### config.mk
export PLATFORM = sky130hd
export DESIGN_NAME = wb_write_arbiter
export DESIGN_NICKNAME = d
export VERILOG_FILES = /design/src/rtl/wb_write_arbiter.sv
export SDC_FILE = /design/constraint.sdc
export NUM_CORES = 1
export LEC_CHECK = 0
export CAP_MARGIN = 10
export CORE_MARGIN = 2
export CORE_UTILIZATION = 49
export DETAILED_ROUTE_END_ITERATION = 12
export GPL_TIMING_DRIVEN = 1
export PLACE_DENSITY = 0.75
export SLEW_MARGIN = 20
export SYNTH_ARGS = -nofsm -noshare
export SYNTH_HDL_FRONTEND = slang
export SYNTH_SLANG_ARGS = --single-unit
### constraint.sdc
create_clock -name clk -period 6.8 [get_ports clk]
set_clock_uncertainty 0.1 [all_clocks]
set_input_delay 1.36 -clock clk [delete_from_list [all_inputs] [get_ports clk]]
set_output_delay 1.36 -clock clk [all_outputs]
set_load 0.01 [all_outputs]
### src/rtl/wb_write_arbiter.sv
// Writeback arbiter: merges ALU/load writebacks (mem has priority) into a FIFO drained onto the bank's single write port.
// Accept at edge N, registered write presented after N+1; ready drops when the FIFO is full, wb_hold stalls draining.
module wb_write_arbiter #(
  parameter int DEPTH = 4,
  parameter int XLEN  = 32
) (
  input  logic                     clk,
  input  logic                     rst_n,
  input  logic                     alu_valid,
  output logic                     alu_ready,
  input  logic [4:0]               alu_rd,
  input  logic [XLEN-1:0]          alu_data,
  input  logic                     mem_valid,
  output logic                     mem_ready,
  input  logic [4:0]               mem_rd,
  input  logic [XLEN-1:0]          mem_data,
  input  logic                     wb_hold,
  output logic                     we,
  output logic [4:0]               a3,
  output logic [XLEN-1:0]          wd3,
  input  logic [4:0]               q_rs1,
  input  logic [4:0]               q_rs2,
  output logic                     busy1,
  output logic                     busy2,
  output logic [$clog2(DEPTH):0]   count
);

  localparam int AW = $clog2(DEPTH);
  localparam logic [AW:0] FULL_CNT = (AW+1)'(DEPTH);
  localparam logic [AW:0] ONE_CNT  = (AW+1)'(1);

  logic [4:0]      rd_q   [DEPTH];
  logic [XLEN-1:0] data_q [DEPTH];
  logic [DEPTH-1:0] live;
  logic [AW-1:0]   wr_ptr;
  logic [AW-1:0]   rd_ptr;

  logic            full;
  logic            mem_fire;
  logic            alu_fire;
  logic            acc;
  logic            push;
  logic            pop;
  logic [4:0]      in_rd;
  logic [XLEN-1:0] in_data;

  // Ready depends only on registered count, so a same-cycle pop never raises it.
  assign full      = (count == FULL_CNT);
  assign mem_ready = !full;
  assign alu_ready = !full && !mem_valid;
  assign mem_fire  = mem_valid && mem_ready;
  assign alu_fire  = alu_valid && alu_ready;
  assign acc       = mem_fire || alu_fire;
  assign in_rd     = mem_fire ? mem_rd : alu_rd;
  assign in_data   = mem_fire ? mem_data : alu_data;
  // Writes to x0 complete the handshake but are never queued.
  assign push      = acc && (in_rd != 5'd0);
  assign pop       = (count != '0) && !wb_hold;

  always_ff @(posedge clk) begin
    if (push) begin
      rd_q[wr_ptr]   <= in_rd;
      data_q[wr_ptr] <= in_data;
    end
  end

  always_ff @(posedge clk or negedge rst_n) begin
    if (!rst_n) begin
      wr_ptr <= '0;
      rd_ptr <= '0;
      count  <= '0;
      live   <= '0;
      we     <= 1'b0;
      a3     <= 5'd0;
      wd3    <= '0;
    end else begin
      if (pop) begin
        rd_ptr       <= rd_ptr + 1'b1;
        live[rd_ptr] <= 1'b0;
        we           <= 1'b1;
        a3           <= rd_q[rd_ptr];
        wd3          <= data_q[rd_ptr];
      end else begin
        we <= 1'b0;
      end
      if (push) begin
        wr_ptr       <= wr_ptr + 1'b1;
        live[wr_ptr] <= 1'b1;
      end
      if (push && !pop)
        count <= count + ONE_CNT;
      else if (!push && pop)
        count <= count - ONE_CNT;
    end
  end

  // A register is busy while queued, while on the write port, or while being accepted.
  always_comb begin
    busy1 = 1'b0;
    busy2 = 1'b0;
    for (int i = 0; i < DEPTH; i++) begin
      if (live[i] && rd_q[i] == q_rs1) busy1 = 1'b1;
      if (live[i] && rd_q[i] == q_rs2) busy2 = 1'b1;
    end
    if (we && a3 == q_rs1) busy1 = 1'b1;
    if (we && a3 == q_rs2) busy2 = 1'b1;
    if (acc && in_rd == q_rs1) busy1 = 1'b1;
    if (acc && in_rd == q_rs2) busy2 = 1'b1;
    if (q_rs1 == 5'd0) busy1 = 1'b0;
    if (q_rs2 == 5'd0) busy2 = 1'b0;
  end

endmodule

* After elaboration in Yosys (flattened, before gate mapping)
Memories as Yosys holds them, arrays and structs flattened. A register that Yosys moved wholly into a read port is not among the register bits.
Index checks and enable logic that the tools add are counted.
** Storage, ports and cells
- Input port bits :: 89
- Memories :: 2
- Word-level logic and storage cells :: 92
- RAM bits :: 148
- Output and inout bits :: 45
- Bits in registers :: 12
** Cells by class
- Mux-type cells :: 27
- Equal/unequal tests :: 13
- $lt $le $gt $ge :: 4
- Bitwise gates (word level) :: 3
- $add $sub $neg :: 4
- Reductions and logical operators :: 34
** Memory list
- data_q :: words 4, width 32, read ports 1, clocked after memory_dff 1, wr ports 1, RTL line 33 : logic [XLEN-1:0] data_q [DEPTH];
- rd_q :: words 4, width 5, read ports 5, clocked after memory_dff 1, wr ports 1, RTL line 32 : logic [4:0] rd_q [DEPTH];
** Operators with widths (count)
- $eq A5 B5 Y1 :: 12
- $mux W32 :: 1
- $logic_and A1 B1 Y1 :: 21
- $mux W1 :: 19
- $logic_not A5 Y1 :: 2
- $mux W4 :: 2
- $logic_not A1 Y1 :: 7
- $lt A2 B3 Y1 const B :: 2
- $mux W3 :: 2
- $mux W5 :: 1
- $reduce_bool A5 Y1 :: 1
- $add A2 B1 Y2 const B :: 2
- $and A4 B4 Y4 :: 1
- $demux W1 S2 :: 2
- $ge A2 B1 Y1 const B :: 2
- $not A4 Y4 :: 1
- $or A4 B4 Y4 :: 1
- $add A3 B1 Y3 const B :: 1
- $eq A3 B3 Y1 const B :: 1
- $reduce_bool A3 Y1 :: 1
- $sub A3 B1 Y3 const B :: 1
- $reduce_bool A2 Y1 :: 1
- $logic_or A1 B1 Y1 :: 1

* Depth between registers and ports, before layout
Gate-level depths: netlist of run 1.
- Depth in word-level cells :: 10
- Depth in mapped cells :: 11
- Depth with buffers taken out :: 11

* Worst setup path before layout of run 1
OpenSTA, ideal clock, no wires.
- Path kind :: input to output
- Start :: input port alu_rd[3]
- End :: output port busy1
- Path slack :: 2.757 ns
- Stages :: 6
- Required time :: 5.340 ns
- Arrival time :: 2.583 ns
- Path buffers :: 0
- Cells stage by stage :: or4bb_1 -> o211ai_1 -> xor2_1 -> nor2_1 -> nand4_1 -> a21oi_1
** On the way
- Word-level cells in the longest chain between the ends :: 5
** Ends and longest elaborated chain
- start: declaration :: RTL line 11 : input logic [4:0] alu_rd,
- $mux W5 :: RTL line 54 : assign in_rd = mem_fire ? mem_rd : alu_rd;
- net in_rd[3] :: RTL line 44 : logic [4:0] in_rd;
- $eq A5 B5 Y1 :: RTL line 107 : if (acc && in_rd == q_rs1) busy1 = 1'b1;
- $logic_and A1 B1 Y1 :: RTL line 107
- $mux W1 :: RTL line 107
- $mux W1 :: RTL line 109 : if (q_rs1 == 5'd0) busy1 = 1'b0;
- end: declaration :: RTL line 23 : output logic busy1,
The timed path passes the listed nets, and every way through them passes these cells.

* Final worst setup path of run 1
- Start :: input port mem_valid
- End :: output port busy2
** On the way
- Word-level cells in the longest chain between the ends :: 7
- Elaborated cells between the ends (all ways) :: 10
- Classes of those cells :: eq/ne (1); mux (3); reduce/logical (6)
** Ends and longest elaborated chain
- start: declaration :: RTL line 13 : input logic mem_valid,
- parallel branches: the longest is 4 deep, another holds $mux W5
- $logic_and A1 B1 Y1 (*) :: RTL line 108 : if (acc && in_rd == q_rs2) busy2 = 1'b1;
- $mux W1 (*) :: RTL line 108
- $mux W1 (*) :: RTL line 110 : if (q_rs2 == 5'd0) busy2 = 1'b0;
- end: declaration :: RTL line 24 : output logic busy2,
Every way passes the cells marked *.

==> metrics.csv, run 1 <==
stage;metric;value;unit
floorplanning;die_area;18700;sq um
cells_and_area;layout_common_cells;148 x edfxtp_1, 132 x clkdlybuf4s50_1, 70 x mux2_2, 50 x xor2_1, 47 x dfrtp_1;
grt;overflow;0;
timing;drv_slew;0;
logic_synthesis;synth_area_leaders;edfxtp_1 51%, dfrtp_1 14%, mux4_2 9.6%;
timing;finalSetupTns;0;ns
drt;wl_met2;8810;um
setup_path;cp_slowest_cell;clkdlybuf4s50_1;
logic_synthesis;ys_types;38;
drt;dr.pass1.iters;4;
setup_path;worstSetupEndpointType;output port;
setup_path;worstPathBufferInverterCount;3;
timing;rsz0062_at_grt;false;
logic_synthesis;ys_seq_area_frac;0.655;
timing;relSlewSlack;0.285;
drt;top_layer;met4;
clock_network;clk_pin_slew_worst_paths;0.07;ns
clock_network;insertion_delay;0.43;ns
setup_path;crit_top_cell;clkdlybuf4s50_1;
clock_network;clock-sinks;197;
drt;postRouteAntennaNets;0;
power_and_ir_drop;intPower;3200;uW
logic_synthesis;yosysTopAreaCell;edfxtp_1;
timing;post-route-period-util;0.800;
power_and_ir_drop;p_comb_frac;0.328;
clock_network;postCtsHoldBufs;0;
logic_synthesis;yosysWarnings;0;
placement;gp_congestion;0.873;
cells_and_area;fin_cells;858;
cells_and_area;layout_commonest_cell;edfxtp_1;
job;cap_violations;0;
setup_path;worst-path-max-fanout;33;
clock_network;htreeDepth;4;
timing;fin_crit;5.44;ns
min_path;hold_class;reg2reg;
floorplanning;rows;48;
drt;drcViolationCount;0;
floorplanning;start_util;0.501;
clock_network;cts_buffer_depth;2;
logic_synthesis;postSynthCellCount;490;
drt;totalWireLength;17600;um
grt;grt_max_degree;50;
logic_synthesis;synth_edf_count;148;
cells_and_area;nets;719;
logic_synthesis;synth_nets;589;
logic_synthesis;syn_area_per_cell;17.7;sq um
power_and_ir_drop;seqPwrFrac;0.453;
clock_network;clockRootBuffer;clkbuf_16;
power_and_ir_drop;swShare;0.307;
placement;io_buffers;133;
setup_path;cp_top_family;buffers and inverters;
cells_and_area;areaGrowthSynthToFinish;24.5;%
logic_synthesis;ys.flop_type;edfxtp_1;
floorplanning;io_pins;134;
drt;m1WireLength;7470;um
grt;grt_usage;0.203;
power_and_ir_drop;power_per_cell_area;428;nW/um^2
setup_path;critPathKind;in2out;
clock_network;tritoncts;done;
timing;finalHoldViolCount;0;
floorplanning;fp.dieH;137;um
floorplanning;core_area;17300;sq um
cells_and_area;antenna_cells;0;
floorplanning;die_w;137;um
setup_path;critical_path.max_stage_delay;0.58;ns
clock_network;cts_repair_resize_count;0;
logic_synthesis;netlist_area;8660;sq um
power_and_ir_drop;power.share.clock;0.219;
power_and_ir_drop;p_switching;1420;uW
cells_and_area;drive_gt1_frac;0.256;
drt;vias;4787;
timing;setup_viol;0;
grt;grt_first_pass_wirelength;27900;um
clock_network;post-cts-setup-buffers;0;
drt;wl_met3;969;um
grt;grt_pass1_vias;5065;
run_status;outcome;completed;
clock_network;numCtsBuffers;17;
timing;worst_pin_slew;1.07;ns
grt;antenna_found_initial;0;
setup_path;worstSetupStartpointType;input pin;
power_and_ir_drop;ir_drop;0.000283;V
placement;dp_cells;826;
logic_synthesis;ys_ff_latch;197;
drt;wire_per_inst;20.5;um
logic_synthesis;async_flop_share;0.249;
drt;drtIter0Drc;250;
drt;viasPerCell;5.58;
power_and_ir_drop;p_leak;0.00382;uW
setup_path;path_cells;clkdlybuf4s50_1 -> nand2_2 -> buf_4 -> mux2i_2 -> xor2_1 -> nand4_1 -> a21oi_1 -> clkdlybuf4s50_1;
setup_path;cp.arrival;3.98;ns
setup_path;required;5.34;ns
timing;fmax;184;MHz
placement;hpwl;11000;um
logic_synthesis;synth_top_area_share;0.513;
path summary, 6_finish.rpt:
path                           start         to  slack (ns)  cells after the start
setup / recovery           mem_valid      busy2        1.36                      8
hold / removal                wd3[5]     wd3[5]        0.41                      1
setup reg to reg            count[0]   count[1]        3.36                     10
hold reg to reg               wd3[5]     wd3[5]        0.41                      1
max in group asynchronous      rst_n  rd_ptr[0]        5.10                      2
min in group asynchronous      rst_n      a3[1]        0.97                      2
state kept, by name, indices dropped and copies added, names as in the netlist:
register and flops:
data_q 128, wd3 32, rd_q 20, a3 5, live 4, count 3
rd_ptr 2, wr_ptr 2, we 1
synth_stat cells (all sizes together) (8+ instances only):
master	instances
edfxtp	148
mux2	70
xor2	50
dfrtp	49
mux4	37
xnor2	15
clkbuf	14
buf	12
nand2	11
nor2	11
nor4	10
ha	9
inv	8
nand3	8
kinds of logic after synthesis:
logic type      after synthesis  share of synthesized area
xor+xnor                     65                     0.0658
compound gates               16                     0.0155
fa+ha+maj                    10                     0.0153
simple gates                 60                     0.0423
flops                       197                      0.655
mux                         108                      0.189
buf+inv                      34                     0.0173
through the flow:
stage	hold slack [ns]	setup slack, ns	util	cell area (sq um)	power [uW]
after floorplan	0.363	2.76	-	8660	3000
after global placement	0.391	1.49	0.589	10200	3590
after detailed placement	0.396	1.35	0.589	10200	3660
after CTS	0.412	1.34	0.623	10800	4680
after global routing	0.433	1.20	0.623	10800	4870
final	0.408	1.36	0.623	10800	4620
layout make-up:
class | count | area (sq um)
Sequential cell | 197 | 5670
Clock buffer | 17 | 425
Tap cell | 225 | 282
Multi-Input combinational cell | 259 | 2850
Fill cell | 1255 | 6520
Clock inverter | 15 | 168
Timing Repair Buffer | 137 | 1360
Inverter | 8 | 30.0
power groups by stage:
stage          registers (uW)  clock network, uW  logic, uW
2_1_floorplan            2030                  0        976
3_3_place_gp             2090                  0       1500
3_5_place_dp             2120                  0       1540
4_1_cts                  2100               1030       1550
5_1_grt                  2150               1070       1650
6_report                 2090               1010       1520
metal layers:
layer  up-vias  track usage
li1       2130            -
met4         0       0.0773
met3        31       0.0441
met5         -            0
met1      2468        0.267
met2       158        0.333
(Power assumes the default switching activity.)
==> run 2: changes to the inputs <==
--- a/config.mk
+++ b/config.mk
@@ -10,7 +10,7 @@
 export CORE_UTILIZATION = 49
 export DETAILED_ROUTE_END_ITERATION = 12
 export GPL_TIMING_DRIVEN = 1
-export PLACE_DENSITY = 0.75
+export PLACE_DENSITY = 0.78
 export SLEW_MARGIN = 20
 export SYNTH_ARGS = -nofsm -noshare
 export SYNTH_HDL_FRONTEND = slang
==> constraint.sdc (replaced) <==
create_clock -name clk -period 4.5 [get_ports clk]
set_clock_uncertainty 0.1 [all_clocks]
set_input_delay 0.9 -clock clk [delete_from_list [all_inputs] [get_ports clk]]
set_output_delay 0.9 -clock clk [all_outputs]
set_load 0.01 [all_outputs]
==> metrics.csv, run 2 (synthesis gave the netlist of run 1 again) <==
stage;metric;value;unit
floorplanning;rows;48;
timing;worst_pin_slew;1.07;ns
floorplanning;die_w;137;um
cells_and_area;regMostFlops;data_q;
grt;grt_usage;0.204;
power_and_ir_drop;power_per_cell_area;651;nW/um^2
drt;vias;4768;
power_and_ir_drop;ir_drop;0.000347;V
cells_and_area;layout_commonest_cell;edfxtp_1;
power_and_ir_drop;p_leak;0.00386;uW
placement;dp_cells;831;
timing;finalHoldViolCount;0;
timing;fin_crit;4.31;ns
timing;finalSetupTns;0;ns
timing;drv_slew;0;
setup_path;critical_path.max_stage_delay;0.66;ns
floorplanning;start_util;0.501;
cells_and_area;nets;727;
clock_network;clk_pin_slew_worst_paths;0.07;ns
setup_path;required;3.50;ns
timing;setup_viol;0;
setup_path;cp.arrival;3.31;ns
placement;hpwl;11300;um
timing;postLayoutSetupSlackWorst;0.191;ns
timing;post-route-period-util;0.958;
job;cap_violations;0;
clock_network;postCtsHoldBufs;0;
setup_path;worstSetupStartpointType;input pin;
min_path;hold_class;in2async;
drt;drcViolationCount;0;
floorplanning;io_pins;134;
drt;drtIter0Drc;285;
clock_network;clockRootBuffer;clkbuf_16;
clock_network;tritoncts;done;
run_status;outcome;completed;
setup_path;cp_top_family;buffers and inverters;
clock_network;insertion_delay;0.43;ns
setup_path;worstPathBufferInverterCount;2;
timing;rsz0062_at_grt;false;
grt;grt_first_pass_wirelength;28000;um
cells_and_area;largest_reg_flops;128;
drt;totalWireLength;18100;um
drt;viasPerCell;5.51;
clock_network;cts_buffer_depth;2;
grt;antenna_found_initial;0;
floorplanning;core_area;17300;sq um
drt;dr.pass1.iters;4;
grt;grt_max_degree;46;
floorplanning;fp.dieH;137;um
cells_and_area;post-route-util;0.629;
placement;gp_congestion;0.887;
timing;fmax;232;MHz
drt;postRouteAntennaNets;0;
setup_path;crit_top_cell;clkdlybuf4s50_1;
drt;wire_per_inst;20.9;um
placement;io_buffers;133;
placement;dp_slack;0.129;ns
timing;relSlewSlack;0.288;
cells_and_area;largestRegisters;data_q x128, wd3 x32, rd_q x20;
clock_network;clock-sinks;197;
setup_path;path_cells;clkdlybuf4s50_1 -> nand2_2 -> mux2i_2 -> xor2_1 -> nand4_1 -> a21oi_1 -> clkdlybuf4s50_1;
setup_path;cp_slowest_cell;clkdlybuf4s50_1;
floorplanning;die_area;18700;sq um
cells_and_area;fin_cells;866;
cells_and_area;layout_common_cells;148 x edfxtp_1, 132 x clkdlybuf4s50_1, 70 x mux2_2, 50 x xor2_1, 47 x dfrtp_1;
cells_and_area;areaGrowthSynthToFinish;25.6;%
cells_and_area;drive_gt1_frac;0.265;
setup_path;worstSetupEndpointType;output port;
power_and_ir_drop;power;7080;uW
setup_path;worst-path-max-fanout;11;
setup_path;critPathKind;in2out;
cells_and_area;fill_cells;1220;
grt;overflow;0;
cells_and_area;antenna_cells;0;
clock_network;htreeDepth;4;
clock_network;numCtsBuffers;17;
grt;grt_pass1_vias;5076;
## run 2: layout make-up
cell class / instances / area, sq um / share of cell area
flip-flops and latches: 197 / 5670 / 0.522
well taps: 225 / 282 / 0.0259
inverters: 8 / 30.0 / 0.00276
clock inverters: 14 / 193 / 0.0177
multi-input cells: 259 / 2850 / 0.262
repair buffers: 145 / 1420 / 0.130
clock buffers: 18 / 439 / 0.0404
## run 2: per-layer routing
metal | vias to the layer above | GRT usage | wire (um) | part of all wire
met2 | 145 | 0.341 | 9260 | 0.51
met5 | - | 0 | 0 | 0
met4 | 0 | 0.0727 | 338 | 0.019
li1 | 2145 | - | - | -
met3 | 23 | 0.0437 | 813 | 0.045
met1 | 2455 | 0.266 | 7700 | 0.42
## run 2: what timing repair did
item	in CTS	in global routing
setup endpoints to repair	0	2
buffers inserted	0	3
resized for setup	0	0
## run 2: final timing paths
check | start | to | slack (ns) | depth (start not counted)
min | rst_n | wd3[28] | 0.40 | 1
min in group clk | wd3[5] | wd3[5] | 0.41 | 1
max reg2reg | count[1] | count[2] | 1.42 | 12
max | mem_valid | busy2 | 0.19 | 7
max in group asynchronous | rst_n | wd3[13] | 3.05 | 2
min reg2reg | wd3[5] | wd3[5] | 0.41 | 1
## run 2: where the power goes
part	total (uW)	internal, uW	switching (uW)
clock	1590	908	682
sequential	3210	2720	490
combinational	2290	1290	994
## run 2: through the flow
stage / hold slack (ns) / instance area [sq um]
final: 0.403 / 10900
after global routing: 0.429 / 10900
after CTS: 0.408 / 10900
after detailed placement: 0.398 / 10200
after global placement: 0.390 / 10200
after floorplan: 0.363 / 8660
==> run 3: changes to the inputs <==
--- a/config.mk
+++ b/config.mk
@@ -6,11 +6,13 @@
 export NUM_CORES = 1
 export LEC_CHECK = 0
 export CAP_MARGIN = 10
+export CELL_PAD_IN_SITES_DETAIL_PLACEMENT = 1
+export CELL_PAD_IN_SITES_GLOBAL_PLACEMENT = 1
 export CORE_MARGIN = 2
-export CORE_UTILIZATION = 49
+export CORE_UTILIZATION = 46
 export DETAILED_ROUTE_END_ITERATION = 12
 export GPL_TIMING_DRIVEN = 1
-export PLACE_DENSITY = 0.78
+export PLACE_DENSITY = 0.81
 export SLEW_MARGIN = 20
 export SYNTH_ARGS = -nofsm -noshare
 export SYNTH_HDL_FRONTEND = slang
==> constraint.sdc (replaced) <==
create_clock -name clk -period 4.4 [get_ports clk]
set_clock_uncertainty 0.1 [all_clocks]
set_input_delay 0.88 -clock clk [delete_from_list [all_inputs] [get_ports clk]]
set_output_delay 0.88 -clock clk [all_outputs]
set_load 0.01 [all_outputs]
==> metrics.csv, run 3 (synthesis gave the netlist of run 1 again) <==
stage;metric;value;unit
clock_network;numCtsBuffers;17;
placement;dp_cells;840;
cells_and_area;nets;724;
timing;worst_pin_slew;1.11;ns
grt;antenna_found_initial;0;
power_and_ir_drop;ir_drop;0.000311;V
cells_and_area;multi_input_area;2850;sq um
timing;postLayoutSetupSlackWorst;0.171;ns
setup_path;required;3.42;ns
setup_path;worst-path-max-fanout;5;
power_and_ir_drop;p_leak;0.00382;uW
cells_and_area;largestRegisters;data_q x128, wd3 x32, rd_q x20;
floorplanning;die_w;141;um
timing;rsz0062_at_grt;false;
clock_network;tritoncts;done;
clock_network;clk_pin_slew_worst_paths;0.07;ns
placement;dp_slack;0.184;ns
cells_and_area;areaGrowthSynthToFinish;24.8;%
grt;grt_max_degree;46;
drt;drcViolationCount;0;
cells_and_area;largest_reg_flops;128;
drt;drtIter0Drc;261;
drt;wire_per_inst;22.6;um
placement;gp_congestion;0.874;
timing;finalSetupTns;0;ns
timing;finalHoldViolCount;0;
drt;totalWireLength;19700;um
drt;dr.pass1.iters;4;
grt;grt_first_pass_wirelength;30600;um
clock_network;cts_buffer_depth;2;
placement;hpwl;12700;um
grt;grt_usage;0.206;
cells_and_area;layout_commonest_cell;edfxtp_1;
clock_network;cts_repair_resize_count;0;
job;cap_violations;0;
clock_network;clockRootBuffer;clkbuf_16;
floorplanning;rows;50;
clock_network;postCtsHoldBufs;0;
floorplanning;core_area;18600;sq um
floorplanning;die_area;19900;sq um
min_path;hold_class;in2async;
floorplanning;io_pins;134;
floorplanning;fp.dieH;141;um
clock_network;post-cts-setup-buffers;0;
floorplanning;start_util;0.466;
clock_network;clock-sinks;197;
timing;relSlewSlack;0.261;
grt;grt_pass1_vias;5433;
placement;io_buffers;133;
power_and_ir_drop;power;7150;uW
run_status;outcome;completed;
grt;overflow;0;
timing;setup_viol;0;
cells_and_area;layout_common_cells;148 x edfxtp_1, 132 x clkdlybuf4s50_1, 70 x mux2_2, 50 x xor2_1, 47 x dfrtp_1;
timing;drv_slew;0;
cells_and_area;fin_cells;872;
cells_and_area;seqCellArea;5670;sq um
power_and_ir_drop;intPower;4910;uW
timing;fin_crit;4.23;ns
drt;vias;4814;
drt;viasPerCell;5.52;
cells_and_area;fill_cells;1678;
power_and_ir_drop;p_comb_frac;0.339;
timing;fmax;236;MHz
timing;holdWs;0.394;ns
power_and_ir_drop;seqPwrFrac;0.452;
setup_path;worstSetupEndpointType;output port;
power_and_ir_drop;power.share.clock;0.209;
setup_path;worstSetupStartpointType;input pin;
clock_network;htreeDepth;4;
clock_network;insertion_delay;0.42;ns
timing;post-route-period-util;0.961;
power_and_ir_drop;swShare;0.313;
cells_and_area;drive_gt1_frac;0.259;
setup_path;critPathKind;in2out;
power_and_ir_drop;p_switching;2240;uW
setup_path;cp.arrival;3.25;ns
cells_and_area;antenna_cells;0;
drt;postRouteAntennaNets;0;
cells_and_area;regMostFlops;data_q;
power_and_ir_drop;power_per_cell_area;662;nW/um^2
[run 3: changes by cell type in the layout (fill, tap and decap cells not counted), moves of 2 or more]
cell	delta
bufinv_16	-2
clkinv_2	+3
inv_6	-4
buf_4	-3
[run 3: worst paths after layout]
path / endpoint / cells past startpoint / start / slack [ns]
setup / recovery: busy1 / 8 / alu_rd[3] / 0.17
hold / removal: wd3[27] / 1 / rst_n / 0.39
setup reg to reg: count[2] / 11 / count[1] / 1.23
hold reg to reg: wd3[16] / 1 / wd3[16] / 0.41
max in group asynchronous: rd_ptr[1] / 2 / rst_n / 2.93
min in group clk: wd3[16] / 1 / wd3[16] / 0.41
[run 3: power by group through the flow]
stage	sequential (uW)	combinational [uW]	clock (uW)
3_5_place_dp	3270	2460	0
3_3_place_gp	3210	2360	0
2_1_floorplan	3130	1510	0
6_report	3230	2430	1500
5_1_grt	3310	2640	1580
4_1_cts	3240	2480	1520
[run 3: layout make-up]
| type | count | area share |
|---|---|---|
| Timing Repair Buffer | 142 | 0.129 |
| Clock buffer | 19 | 0.0410 |
| Tap cell | 234 | 0.0271 |
| Sequential cell | 197 | 0.525 |
| Inverter | 8 | 0.00278 |
| Clock inverter | 13 | 0.0118 |
| Multi-Input combinational cell | 259 | 0.263 |
[run 3: critical path, cell delays in order]
cell and delay, ns:
clkdlybuf4s50_1 0.48, or4bb_1 0.49, o211ai_1 0.26, xor2_1 0.14, nor2_1 0.12, nand4_1 0.12
a21oi_1 0.20, clkdlybuf4s50_1 0.56
[run 3: per-layer routing]
metal / GRT usage / up-vias / wire, um
li1: - / 2145 / -
met3: 0.0357 / 22 / 702
met4: 0.0647 / 0 / 283
met2: 0.372 / 131 / 10700
met1: 0.253 / 2516 / 8030
met5: 0 / - / 0
[run 3: through the flow]
stage                     utilization  instance area (sq um)
after floorplan                     -                   8660
after global placement          0.551                  10200
after detailed placement        0.551                  10200
after CTS                       0.582                  10800
after global routing            0.582                  10800
final                           0.582                  10800
